File: config.mk
export PLATFORM = sky130hd
export DESIGN_NAME = ttt_turn_controller_flat
export DESIGN_NICKNAME = d
export VERILOG_FILES = /design/src/rtl/ttt_pkg.sv /design/src/rtl/ttt_turn_controller_if.sv /design/src/rtl/ttt_line_checker.sv /design/src/rtl/ttt_turn_controller.sv /design/src/flat_wrapper.sv
export SDC_FILE = /design/constraint.sdc
export NUM_CORES = 1
export LEC_CHECK = 0
export ABC_AREA = 1
export CAP_MARGIN = 20
export CORE_MARGIN = 1
export CORE_UTILIZATION = 60
export CTS_CLUSTER_DIAMETER = 50
export DETAILED_ROUTE_END_ITERATION = 10
export GPL_TIMING_DRIVEN = 0
export PLACE_DENSITY = 0.95
export SLEW_MARGIN = 20
export SYNTH_ARGS = -nofsm -noshare
export SYNTH_HDL_FRONTEND = slang
export SYNTH_SLANG_ARGS = --single-unit
File: constraint.sdc
create_clock -name clk -period 6.1 [get_ports clk]
set_input_delay 1.22 -clock clk [delete_from_list [all_inputs] [get_ports clk]]
set_output_delay 1.22 -clock clk [all_outputs]
set_load 0.05 [all_outputs]
File: src/rtl/ttt_pkg.sv
`default_nettype none
// ============================================================================
// Module      : ttt_pkg
// Description : Shared types and constants for the tic-tac-toe turn
//               controller: FSM state encoding, result codes, mark bit
//               offsets within a 2-bit cell, and the eight winning lines.
// Revision    : 1.0 - initial release
// ============================================================================
package ttt_pkg;

    typedef enum logic [2:0] {
        IDLE  = 3'd0,
        WAIT  = 3'd1,
        CHECK = 3'd2,
        EVAL  = 3'd3,
        DONE  = 3'd4
    } state_t;

    localparam logic [1:0] RES_NONE = 2'b00;
    localparam logic [1:0] RES_X    = 2'b01;
    localparam logic [1:0] RES_O    = 2'b10;
    localparam logic [1:0] RES_DRAW = 2'b11;

    // Bit offset of each mark inside a cell's 2-bit field.
    localparam logic MARK_O = 1'b0;
    localparam logic MARK_X = 1'b1;

    // Cells (row-major 0..8) belonging to each winning line.
    localparam logic [3:0] LINE_CELLS [8][3] = '{
        '{4'd0, 4'd1, 4'd2},
        '{4'd3, 4'd4, 4'd5},
        '{4'd6, 4'd7, 4'd8},
        '{4'd0, 4'd3, 4'd6},
        '{4'd1, 4'd4, 4'd7},
        '{4'd2, 4'd5, 4'd8},
        '{4'd0, 4'd4, 4'd8},
        '{4'd2, 4'd4, 4'd6}
    };

endpackage
`default_nettype wire

File: src/rtl/ttt_turn_controller_if.sv
`default_nettype none
// ============================================================================
// Module      : ttt_turn_controller_if
// Description : Game-side bundle of the turn controller.
//               Inputs to controller : game_en, key_data
//               Outputs from it      : board, turn_o, result, game_over, busy,
//                                      illegal, move_count, win_line
//               slave  = the controller, master = the surrounding system.
// Revision    : 1.0 - initial release
// ============================================================================
interface ttt_turn_controller_if;
    logic        game_en;
    logic [3:0]  key_data;
    logic [17:0] board;
    logic        turn_o;
    logic [1:0]  result;
    logic        game_over;
    logic        busy;
    logic        illegal;
    logic [3:0]  move_count;
    logic [7:0]  win_line;

    modport master (
        output game_en, key_data,
        input  board, turn_o, result, game_over, busy, illegal, move_count, win_line
    );

    modport slave (
        input  game_en, key_data,
        output board, turn_o, result, game_over, busy, illegal, move_count, win_line
    );
endinterface
`default_nettype wire

File: src/rtl/ttt_line_checker.sv
`default_nettype none
// ============================================================================
// Module      : ttt_line_checker
// Description : Combinational test of one winning line for three marks of
//               the moving player.
//   board_i    [17:0] board, cell k at [2k+1:2k] (bit 2k O, bit 2k+1 X)
//   line_idx_i [2:0]  line to test (index into LINE_CELLS)
//   mover_i           1 = O, 0 = X
//   hit_o             all three cells of the line hold the mover's mark
// Revision    : 1.0 - initial release
// ============================================================================
module ttt_line_checker
    import ttt_pkg::*;
(
    input  logic [17:0] board_i,
    input  logic [2:0]  line_idx_i,
    input  logic        mover_i,
    output logic        hit_o
);
    logic mark;

    always_comb begin
        mark  = mover_i ? MARK_O : MARK_X;
        hit_o = 1'b1;
        for (int j = 0; j < 3; j++) begin
            // {cell, mark} is the bit position 2*cell + mark.
            hit_o = hit_o & board_i[{LINE_CELLS[line_idx_i][j], mark}];
        end
    end
endmodule
`default_nettype wire

File: src/rtl/ttt_turn_controller.sv
`default_nettype none
// ============================================================================
// Module      : ttt_turn_controller
// Description : Tic-tac-toe move sequencer. Validates keypad moves, writes
//               X/O marks, scans the eight lines one per cycle after each
//               move and reports win/draw.
//   clk, rst_n : clock, asynchronous active-low reset
//   bus        : slave side of ttt_turn_controller_if (key input, board,
//                turn, result and status outputs)
// Revision    : 1.0 - initial release
// ============================================================================
module ttt_turn_controller
    import ttt_pkg::*;
#(
    parameter logic [3:0] KEY_RESTART = 4'hF,
    parameter bit         FIRST_O     = 1'b0
) (
    input  logic                 clk,
    input  logic                 rst_n,
    ttt_turn_controller_if.slave bus
);
    state_t      state_q;
    logic [17:0] board_q;
    logic        turn_q;
    logic [1:0]  result_q;
    logic        game_over_q;
    logic        busy_q;
    logic        illegal_q;
    logic [3:0]  count_q;
    logic [7:0]  win_q;
    logic [3:0]  key_prev_q;
    logic [3:0]  cell_q;
    logic [2:0]  idx_q;

    logic press_evt;
    logic restart_evt;
    logic move_key;
    logic occupied;
    logic mark;
    logic hit;

    assign press_evt   = (bus.key_data != 4'd0) && (key_prev_q == 4'd0);
    assign restart_evt = press_evt && (bus.key_data == KEY_RESTART) && (state_q != IDLE);
    assign move_key    = (bus.key_data >= 4'd1) && (bus.key_data <= 4'd9);
    assign occupied    = board_q[{cell_q, 1'b0}] | board_q[{cell_q, 1'b1}];
    assign mark        = turn_q ? MARK_O : MARK_X;

    ttt_line_checker u_line_checker (
        .board_i    (board_q),
        .line_idx_i (idx_q),
        .mover_i    (turn_q),
        .hit_o      (hit)
    );

    always_ff @(posedge clk or negedge rst_n) begin
        if (!rst_n) begin
            state_q     <= IDLE;
            board_q     <= 18'd0;
            turn_q      <= FIRST_O;
            result_q    <= RES_NONE;
            game_over_q <= 1'b0;
            busy_q      <= 1'b0;
            illegal_q   <= 1'b0;
            count_q     <= 4'd0;
            win_q       <= 8'd0;
            key_prev_q  <= 4'd0;
            cell_q      <= 4'd0;
            idx_q       <= 3'd0;
        end else begin
            key_prev_q <= bus.key_data;
            illegal_q  <= 1'b0;

            // Restart outranks every state action, including a running scan.
            if (restart_evt) begin
                state_q     <= WAIT;
                board_q     <= 18'd0;
                turn_q      <= FIRST_O;
                result_q    <= RES_NONE;
                game_over_q <= 1'b0;
                busy_q      <= 1'b0;
                count_q     <= 4'd0;
                win_q       <= 8'd0;
                idx_q       <= 3'd0;
            end else begin
                case (state_q)
                    IDLE: begin
                        if (bus.game_en) begin
                            state_q <= WAIT;
                        end
                    end
                    WAIT: begin
                        if (!bus.game_en) begin
                            state_q <= IDLE;
                        end else if (press_evt && move_key) begin
                            cell_q  <= bus.key_data - 4'd1;
                            busy_q  <= 1'b1;
                            state_q <= CHECK;
                        end
                    end
                    CHECK: begin
                        if (occupied) begin
                            illegal_q <= 1'b1;
                            busy_q    <= 1'b0;
                            state_q   <= WAIT;
                        end else begin
                            board_q[{cell_q, mark}] <= 1'b1;
                            count_q <= count_q + 4'd1;
                            idx_q   <= 3'd0;
                            state_q <= EVAL;
                        end
                    end
                    EVAL: begin
                        if (hit) begin
                            win_q[idx_q] <= 1'b1;
                        end
                        idx_q <= idx_q + 3'd1;
                        if (idx_q == 3'd7) begin
                            busy_q <= 1'b0;
                            // The hit of the last line is not in win_q yet.
                            if ((win_q != 8'd0) || hit) begin
                                result_q    <= turn_q ? RES_O : RES_X;
                                game_over_q <= 1'b1;
                                state_q     <= DONE;
                            end else if (count_q == 4'd9) begin
                                result_q    <= RES_DRAW;
                                game_over_q <= 1'b1;
                                state_q     <= DONE;
                            end else begin
                                turn_q  <= ~turn_q;
                                state_q <= WAIT;
                            end
                        end
                    end
                    DONE: begin
                        state_q <= DONE;
                    end
                    default: begin
                        state_q <= IDLE;
                    end
                endcase
            end
        end
    end

    assign bus.board      = board_q;
    assign bus.turn_o     = turn_q;
    assign bus.result     = result_q;
    assign bus.game_over  = game_over_q;
    assign bus.busy       = busy_q;
    assign bus.illegal    = illegal_q;
    assign bus.move_count = count_q;
    assign bus.win_line   = win_q;

endmodule
`default_nettype wire

File: src/flat_wrapper.sv
// flat-port wrapper written by rule: the top's interface ports become plain ports
module ttt_turn_controller_flat import ttt_pkg::*;
#(
    parameter logic [3:0] KEY_RESTART = 4'hF,
    parameter bit         FIRST_O     = 1'b0
)
  (clk, rst_n, bus_game_en, bus_key_data, bus_board, bus_turn_o, bus_result, bus_game_over, bus_busy, bus_illegal, bus_move_count, bus_win_line);
  ttt_turn_controller_if bus_i ();
  input  logic clk;
  input  logic rst_n;
  input wire logic [$bits(bus_i.game_en)-1:0] bus_game_en;
  input wire logic [$bits(bus_i.key_data)-1:0] bus_key_data;
  output wire logic [$bits(bus_i.board)-1:0] bus_board;
  output wire logic [$bits(bus_i.turn_o)-1:0] bus_turn_o;
  output wire logic [$bits(bus_i.result)-1:0] bus_result;
  output wire logic [$bits(bus_i.game_over)-1:0] bus_game_over;
  output wire logic [$bits(bus_i.busy)-1:0] bus_busy;
  output wire logic [$bits(bus_i.illegal)-1:0] bus_illegal;
  output wire logic [$bits(bus_i.move_count)-1:0] bus_move_count;
  output wire logic [$bits(bus_i.win_line)-1:0] bus_win_line;
  assign bus_i.game_en = bus_game_en;
  assign bus_i.key_data = bus_key_data;
  assign bus_board = bus_i.board;
  assign bus_turn_o = bus_i.turn_o;
  assign bus_result = bus_i.result;
  assign bus_game_over = bus_i.game_over;
  assign bus_busy = bus_i.busy;
  assign bus_illegal = bus_i.illegal;
  assign bus_move_count = bus_i.move_count;
  assign bus_win_line = bus_i.win_line;
  ttt_turn_controller #(.KEY_RESTART(KEY_RESTART), .FIRST_O(FIRST_O)) u_core (.clk(clk), .rst_n(rst_n), .bus(bus_i));
endmodule
## Yosys cells after proc, flatten, opt, wreduce, memory -nomap -nowiden

Memories as Yosys holds them, arrays and structs flattened.
Cells that the tools add are included.

| word-level totals | value |
|---|---|
| register bits after elaboration | 50 |
| memory bits (read-only) | 96 |
| input bits | 7 |
| logic and storage cells | 144 |
| memories | 1 |

Memory list:

| name | depth | width | read ports | clocked after Yosys merged registers in | write ports | RTL line | RTL |
|---|---|---|---|---|---|---|---|
| (no name shown) | 8 | 12 | 1 | 0 | 0 | ttt_line_checker.sv:27 | `hit_o = hit_o & board_i[{LINE_CELLS[line_idx_i][j], mark}];` |

| operators by class | value |
|---|---|
| add/sub/neg operators | 3 |
| magnitude comparators | 12 |
| equal/unequal tests | 17 |
| multiplexer cells | 63 |
| bitwise logic cells | 8 |
| reduce and logical (&&, ||, !) cells | 28 |

Operator list:

| cell | count |
|---|---|
| two-way mux 18 bit | 3 |
| < comparator 5 x 6 -> 1 bit, second input constant | 6 |
| two-way mux 3 bit | 9 |
| two-way mux 1 bit | 26 |
| two-way mux 12 bit | 2 |
| two-way mux 8 bit | 3 |
| bitwise OR 18 bit | 1 |
| binary-select mux 1 bit (select 5 bit) | 3 |
| case mux 3 bit (5 select lines) | 1 |
| two-way mux 2 bit | 7 |
| two-way mux 4 bit | 3 |
| inequality test 3 x 1 -> 1 bit, second input constant | 3 |
| inequality test 3 x 2 -> 1 bit, second input constant | 3 |
| nonzero test 3 bit | 3 |
| binary-select mux 1 bit (select 4 bit) | 2 |
| == test 4 bit, second input constant | 2 |
| bitwise OR 8 bit | 1 |
| AND reduction 4 bit | 2 |
| nonzero test 2 bit | 4 |
| nonzero test 4 bit | 2 |
| nonzero test 8 bit | 1 |
| logical AND 1 bit | 7 |
| == test 3 x 2 -> 1 bit, second input constant | 2 |
| == test 3 bit, second input constant | 2 |
| other kinds (26) | 33 |

## Depth between registers and ports, before layout

| logic depth | value |
|---|---|
| depth in word-level cells | 13 |
| mapped depth | 18 |
| mapped depth without buffers | 17 |

## Modules after synthesis

From an unflattened synthesis, not the netlist that was laid out.

| unflattened totals | value |
|---|---|
| cell total of the unflattened synthesis | 500 |
| area total of the unflattened synthesis | 3349.5 um^2 |

By module, submodules not included:

| module | instances | cells each | area an instance (um^2) |
|---|---|---|---|
| ttt_turn_controller | 1 | 365 | 2701.3 |
| ttt_line_checker | 1 | 135 | 648.1 |

## Least setup slack after synthesis

No wires, ideal clock.

| path | value |
|---|---|
| path type | input-to-reg |
| start point | input bus_key_data[0] |
| end point | register u_core.cell_q[1] |
| arrival | 2.376 ns |
| required time | 5.979 ns |
| path slack | 3.603 ns |
| stages on the path | 10 |
| cells stage by stage | inv_1 ha_1 nand2_1 xor2_1 a21oi_1 nand2_1 nor3_2 inv_1 nand2_1 o21ai_1 |

| between the ends | value |
|---|---|
| cells in the longest elaborated chain, start to end | 6 |

Ends and longest elaborated chain:

| element | RTL line | RTL |
|---|---|---|
| start, declared | flat_wrapper.sv:12 | `input wire logic [$bits(bus_i.key_data)-1:0] bus_key_data;` |
| branches (longest 6 deep; another with greater-or-equal comparator 4 x 1 -> 1 bit) | - |  |
| end signal, assigned | ttt_turn_controller.sv:95 | `cell_q <= bus.key_data - 4'd1;` |
| end, declared | ttt_turn_controller.sv:32 | `logic [3:0] cell_q;` |

Parallel ways; which one is timed is not known.
A chain may end at the register's enable or synchronous reset.

## Worst setup path after layout

| path | value |
|---|---|
| start point | input bus_key_data[0] |
| end point | register u_core.board_q[16], in the netlist u_core.bus.board[16] |

| between the ends | value |
|---|---|
| cells in the longest elaborated chain, start to end | 6 |

Ends and longest elaborated chain:

| element | RTL line | RTL |
|---|---|---|
| nonzero test 4 bit | ttt_turn_controller.sv:42 | `assign press_evt = (bus.key_data != 4'd0) && (key_prev_q == 4'd0);` |
| logical AND 1 bit | ttt_turn_controller.sv:42 |  |
| logical AND 1 bit * (2 in a row) | ttt_turn_controller.sv:43 | `assign restart_evt = press_evt && (bus.key_data == KEY_RESTART) && (state_q != IDLE);` |
| inequality test 2 x 1 -> 1 bit (no line) or nonzero test 2 bit (tied branches) | - |  |
| AND reduction 2 bit (no line) | - |  |
| end signal, assigned | ttt_turn_controller.sv:58 | `board_q <= 18'd0;` |
| end signal, assigned | ttt_turn_controller.sv:76 | `board_q <= 18'd0;` |
| end signal, assigned by index | ttt_turn_controller.sv:106 | `board_q[{cell_q, mark}] <= 1'b1;` |
| end, declared | ttt_turn_controller.sv:23 | `logic [17:0] board_q;` |

Mark *: on every way between the ends. The rest lies on a longest branch, timed or not.

==> results.sh <==
export IMPL_netlist_area_leader_share=0.3848
export IMPL_drc=0
export IMPL_ys_ff_latch=50
export IMPL_place_hpwl_um=6175
export IMPL_regToRegSetupSlack_ns=3.49
export IMPL_arrival_ns=3.21
export IMPL_crit_top_cell="nand2_1"
export IMPL_multi_input_area_um2=1690
export IMPL_crit_family="buffers and inverters"
export IMPL_postCtsHoldBufs=0
export IMPL_die_x_um=75.62
export IMPL_seq_area_frac_synth=0.3848
export IMPL_timing_rr_end="u_core.bus.win_line[1]$_DFFE_PN0P_"
export IMPL_h_tree_depth=2
export IMPL_worst_pin_slew_ns=0.7108
export IMPL_die_h_um=75.62
export IMPL_start_util=0.6287
export IMPL_postSynthCellCount=439
export IMPL_numCtsBuffers=5
export IMPL_nNetsFinal=508
export IMPL_layout_drive_gt1_share=0.1204
export IMPL_vias_per_cell=5.761
export IMPL_fin_crit_sh=0.4937
export IMPL_status="finished clean"
export IMPL_fill_cells=378
export IMPL_clock_path_buffers=2
export IMPL_final_antenna_net_count=0
export IMPL_syn_area_um2=3252
export IMPL_core_um2=5172
export IMPL_synth_lib_cells_used_distinct=42
export IMPL_power_per_cell_area_nw_per_um2=510.8
export IMPL_cts_tree="done"
export IMPL_cts_resized=0
export IMPL_hp_start="u_core.bus.game_over$_DFFE_PN0P_"
export IMPL_num_antenna_cells=0
export IMPL_numPortBuffers=42
export IMPL_post_drt_wl_per_cell_um=14.61
export IMPL_clock_latency_ns=0.31
export IMPL_cp_end_kind="register"
export IMPL_track_usage=0.3124
export IMPL_path_cells="clkdlybuf4s50_1 > ha_1 > nand4_1 > nor2_2 > buf_2 > clkbuf_1 > nor2_1 > nand2_1 > nand2_1"
export IMPL_tns_ns=0
export IMPL_cts_setup_buffers=0
export IMPL_reg2reg_depth=16
export IMPL_routed_wirelength_um=8184
export IMPL_cts_sinks=50
export IMPL_worstPathMaxFanout=10
export IMPL_worstSetupPathType="in2reg"
export IMPL_yosysTopAreaCell="dfrtp_1"
export IMPL_grt_overflow_total=0
export IMPL_grt_max_degree=31
export IMPL_crit_buf_inv=3
export IMPL_grt_first_pass_wirelength_um=13190
export IMPL_grt_pass1_vias=2925
export IMPL_slowest_delay_ns=0.53
export IMPL_setup_viol=0
export IMPL_firstDrtPassIters=5
export IMPL_worst_setup_path_start_kind="primary input"
export IMPL_syn_nets=458
export IMPL_slew_headroom=0.5261
export IMPL_max_freq_mhz=332.1
export IMPL_root_buffer="clkbuf_8"
export IMPL_ir_drop_mv=0.3036
export IMPL_hold_end="u_core.bus.game_over$_DFFE_PN0P_"
export IMPL_utilization=0.7523
export IMPL_max_cap_viol_count=0
export IMPL_hold_path_class="reg2reg"
export IMPL_grt_antenna_before_repair=0
export IMPL_final_max_slew_viol_count=0
export IMPL_syn_mean_instance_area_um2=7.407
export IMPL_ys_top_cells_by_area="dfrtp_1 (38%), nand2_1 (15%), nand3_1 (6.9%)"
export IMPL_drt_iter0_markers=334
export IMPL_whs_path_depth=2
export IMPL_dieArea_um2=5718
export IMPL_globalplace_congestion=0.9304
export IMPL_hold_violations=0
export IMPL_cp_required_ns=6.30
export IMPL_finClkSkew_ns=0.005784
export IMPL_cpMaxStageDelayCell="clkdlybuf4s50_1"
export IMPL_min_period_ns=3.011
export IMPL_ys_warn_count=0
export IMPL_register_area_um2=1251
export IMPL_timing_rr_start="u_core.idx_q[0]$_DFFE_PN0P_"
export IMPL_area_delta_synth_final_pct=19.66
export IMPL_rows=26
export IMPL_io_pins=43
export IMPL_vias=3226
export IMPL_rsz0062_at_grt="false"
export IMPL_p_leak_nw=1.890
export IMPL_path_clk_slew_ns=0.09
==> metrics by stage <==
step	power (W)	instances	cell area, µm²	hold WS (ns)	setup WS, ns
after detailed placement	0.001736	552	3782	0.4813	2.787
after global placement	0.001695	551	3760	0.4701	2.430
final	0.001988	560	3891	0.4961	3.089
after floorplan	0.001419	439	3252	0.5403	3.603
after CTS	0.001973	560	3891	0.5041	3.105
after global routing	0.002126	560	3891	0.5274	2.910
==> cell usage after synthesis (all sizes together) <==
library cell and count:
buf 12, a21oi 21, o21a 1, a22o 1, nand3 49, nor2 31, nand3b 2, nor3 6
xor2 3, dfrtp 50, nand2 143, o22ai 13, o21ai 25, or2 2, nand4 7, xnor2 1
a31oi 2, ha 12, nor4 1, o311ai 2, inv 53, clkbuf 2
==> worst max-delay path by stage <==
stage | from | to | slack [ns] | cells after the start
after floorplan | bus_key_data[0] | u_core.cell_q[1]$_DFFE_PN0P_ | 3.60 | 10
after global placement | rst_n | u_core.bus.win_line[5]$_DFFE_PN0P_ | 2.43 | 1
after detailed placement | bus_key_data[0] | u_core.bus.win_line[7]$_DFFE_PN0P_ | 2.79 | 9
after CTS | bus_key_data[0] | u_core.cell_q[1]$_DFFE_PN0P_ | 3.10 | 11
after global routing | bus_key_data[0] | u_core.cell_q[1]$_DFFE_PN0P_ | 2.91 | 11
final | bus_key_data[0] | u_core.bus.board[16]$_DFFE_PN0P_ | 3.09 | 9
==> logic make-up (layout without fill, tap and decap cells) <==
kind of cell / Yosys count / in the layout / synth area share
AOI/OAI and AO/OA: 65 / 65 / 0.1204
DFF: 50 / 50 / 0.3848
and+or+nand+nor: 241 / 241 / 0.3424
buffers and inverters: 67 / 118 / 0.09543
xor gates and xnor gates: 4 / 4 / 0.01078
adders and majority gates: 12 / 12 / 0.04617
==> worst reg2reg max path, stage by stage, from the launching register on <==
cell	delay, ns
dfrtp_1	0.42
buf_4	0.18
inv_2	0.17
ha_1	0.35
nor2_4	0.21
inv_1	0.10
o21ai_2	0.07
nand3_1	0.10
nand3_2	0.06
nand2_1	0.06
nor2_2	0.09
nand3_2	0.13
or2_1	0.26
buf_6	0.15
nand2_8	0.08
nand2_1	0.06
nand2_1	0.06
==> report_power, final <==
group	leakage [nW]	internal [W]	switching (W)	total (W)
clock	0.0579	0.000121	0.000111	0.000231
sequential	0.571	0.000429	0.000103	0.000532
combinational	1.26	0.000418	0.000806	0.00122
==> flip-flops by register name, indices dropped and copies added, names as in the netlist <==
| register | cells |
|---|---|
| u_core.bus.win_line | 8 |
| u_core.bus.move_count | 4 |
| u_core.cell_q | 4 |
| u_core.bus.game_over | 1 |
| u_core.bus.illegal | 1 |
| u_core.bus.result | 2 |
| u_core.bus.busy | 1 |
| u_core.key_prev_q | 4 |
| u_core.bus.turn_o | 1 |
| u_core.bus.board | 18 |
| u_core.idx_q | 3 |
| u_core.state_q | 3 |
==> cell type report <==
cell class / count / share of cell area
Multi-Input combinational cell: 322 / 0.4344
Sequential cell: 50 / 0.3215
Timing Repair Buffer: 43 / 0.1138
Inverter: 53 / 0.05305
Buffer: 14 / 0.02669
Tap cell: 70 / 0.02251
Clock buffer: 5 / 0.01768
Clock inverter: 3 / 0.01029
==> cell usage in the layout, fill, tap and decap left out, types with 2 or more instances in the layout <==
cell             synthesis  final
nand4_1                  6      6
xor2_1                   3      3
nand3_1                 45     45
o311ai_0                 2      2
dfrtp_1                 50     50
nand2_4                  2      2
buf_2                    2      3
clkbuf_8                 0      5
o21ai_1                  3      3
buf_4                    3      3
nor3_2                   2      2
nor3_1                   4      4
nand2_1                130    130
ha_1                    12     12
clkbuf_1                 2      2
nor2_2                   3      3
nand2_2                 10     10
nor2_1                  27     27
inv_2                    7      7
o21ai_2                  2      2
o21ai_0                 19     19
a21oi_1                 19     19
clkdlybuf4s50_1          0     41
nand3b_1                 2      2
nand3_2                  4      4
o22ai_1                 13     13
clkinv_2                 0      2
buf_1                    2      2
a31oi_1                  2      2
inv_1                   44     44
buf_6                    5      5
==> routing by layer <==
| metal | GRT usage | vias to the layer above | part of all wire |
|---|---|---|---|
| met4 | 0.1235 | 0 | 0.022 |
| met3 | 0.06349 | 20 | 0.063 |
| met1 | 0.4060 | 1543 | 0.42 |
| met2 | 0.5159 | 126 | 0.50 |
| li1 | - | 1537 | - |
| met5 | 0 | - | 0 |
Note: power is estimated with default switching activity, not from simulation.
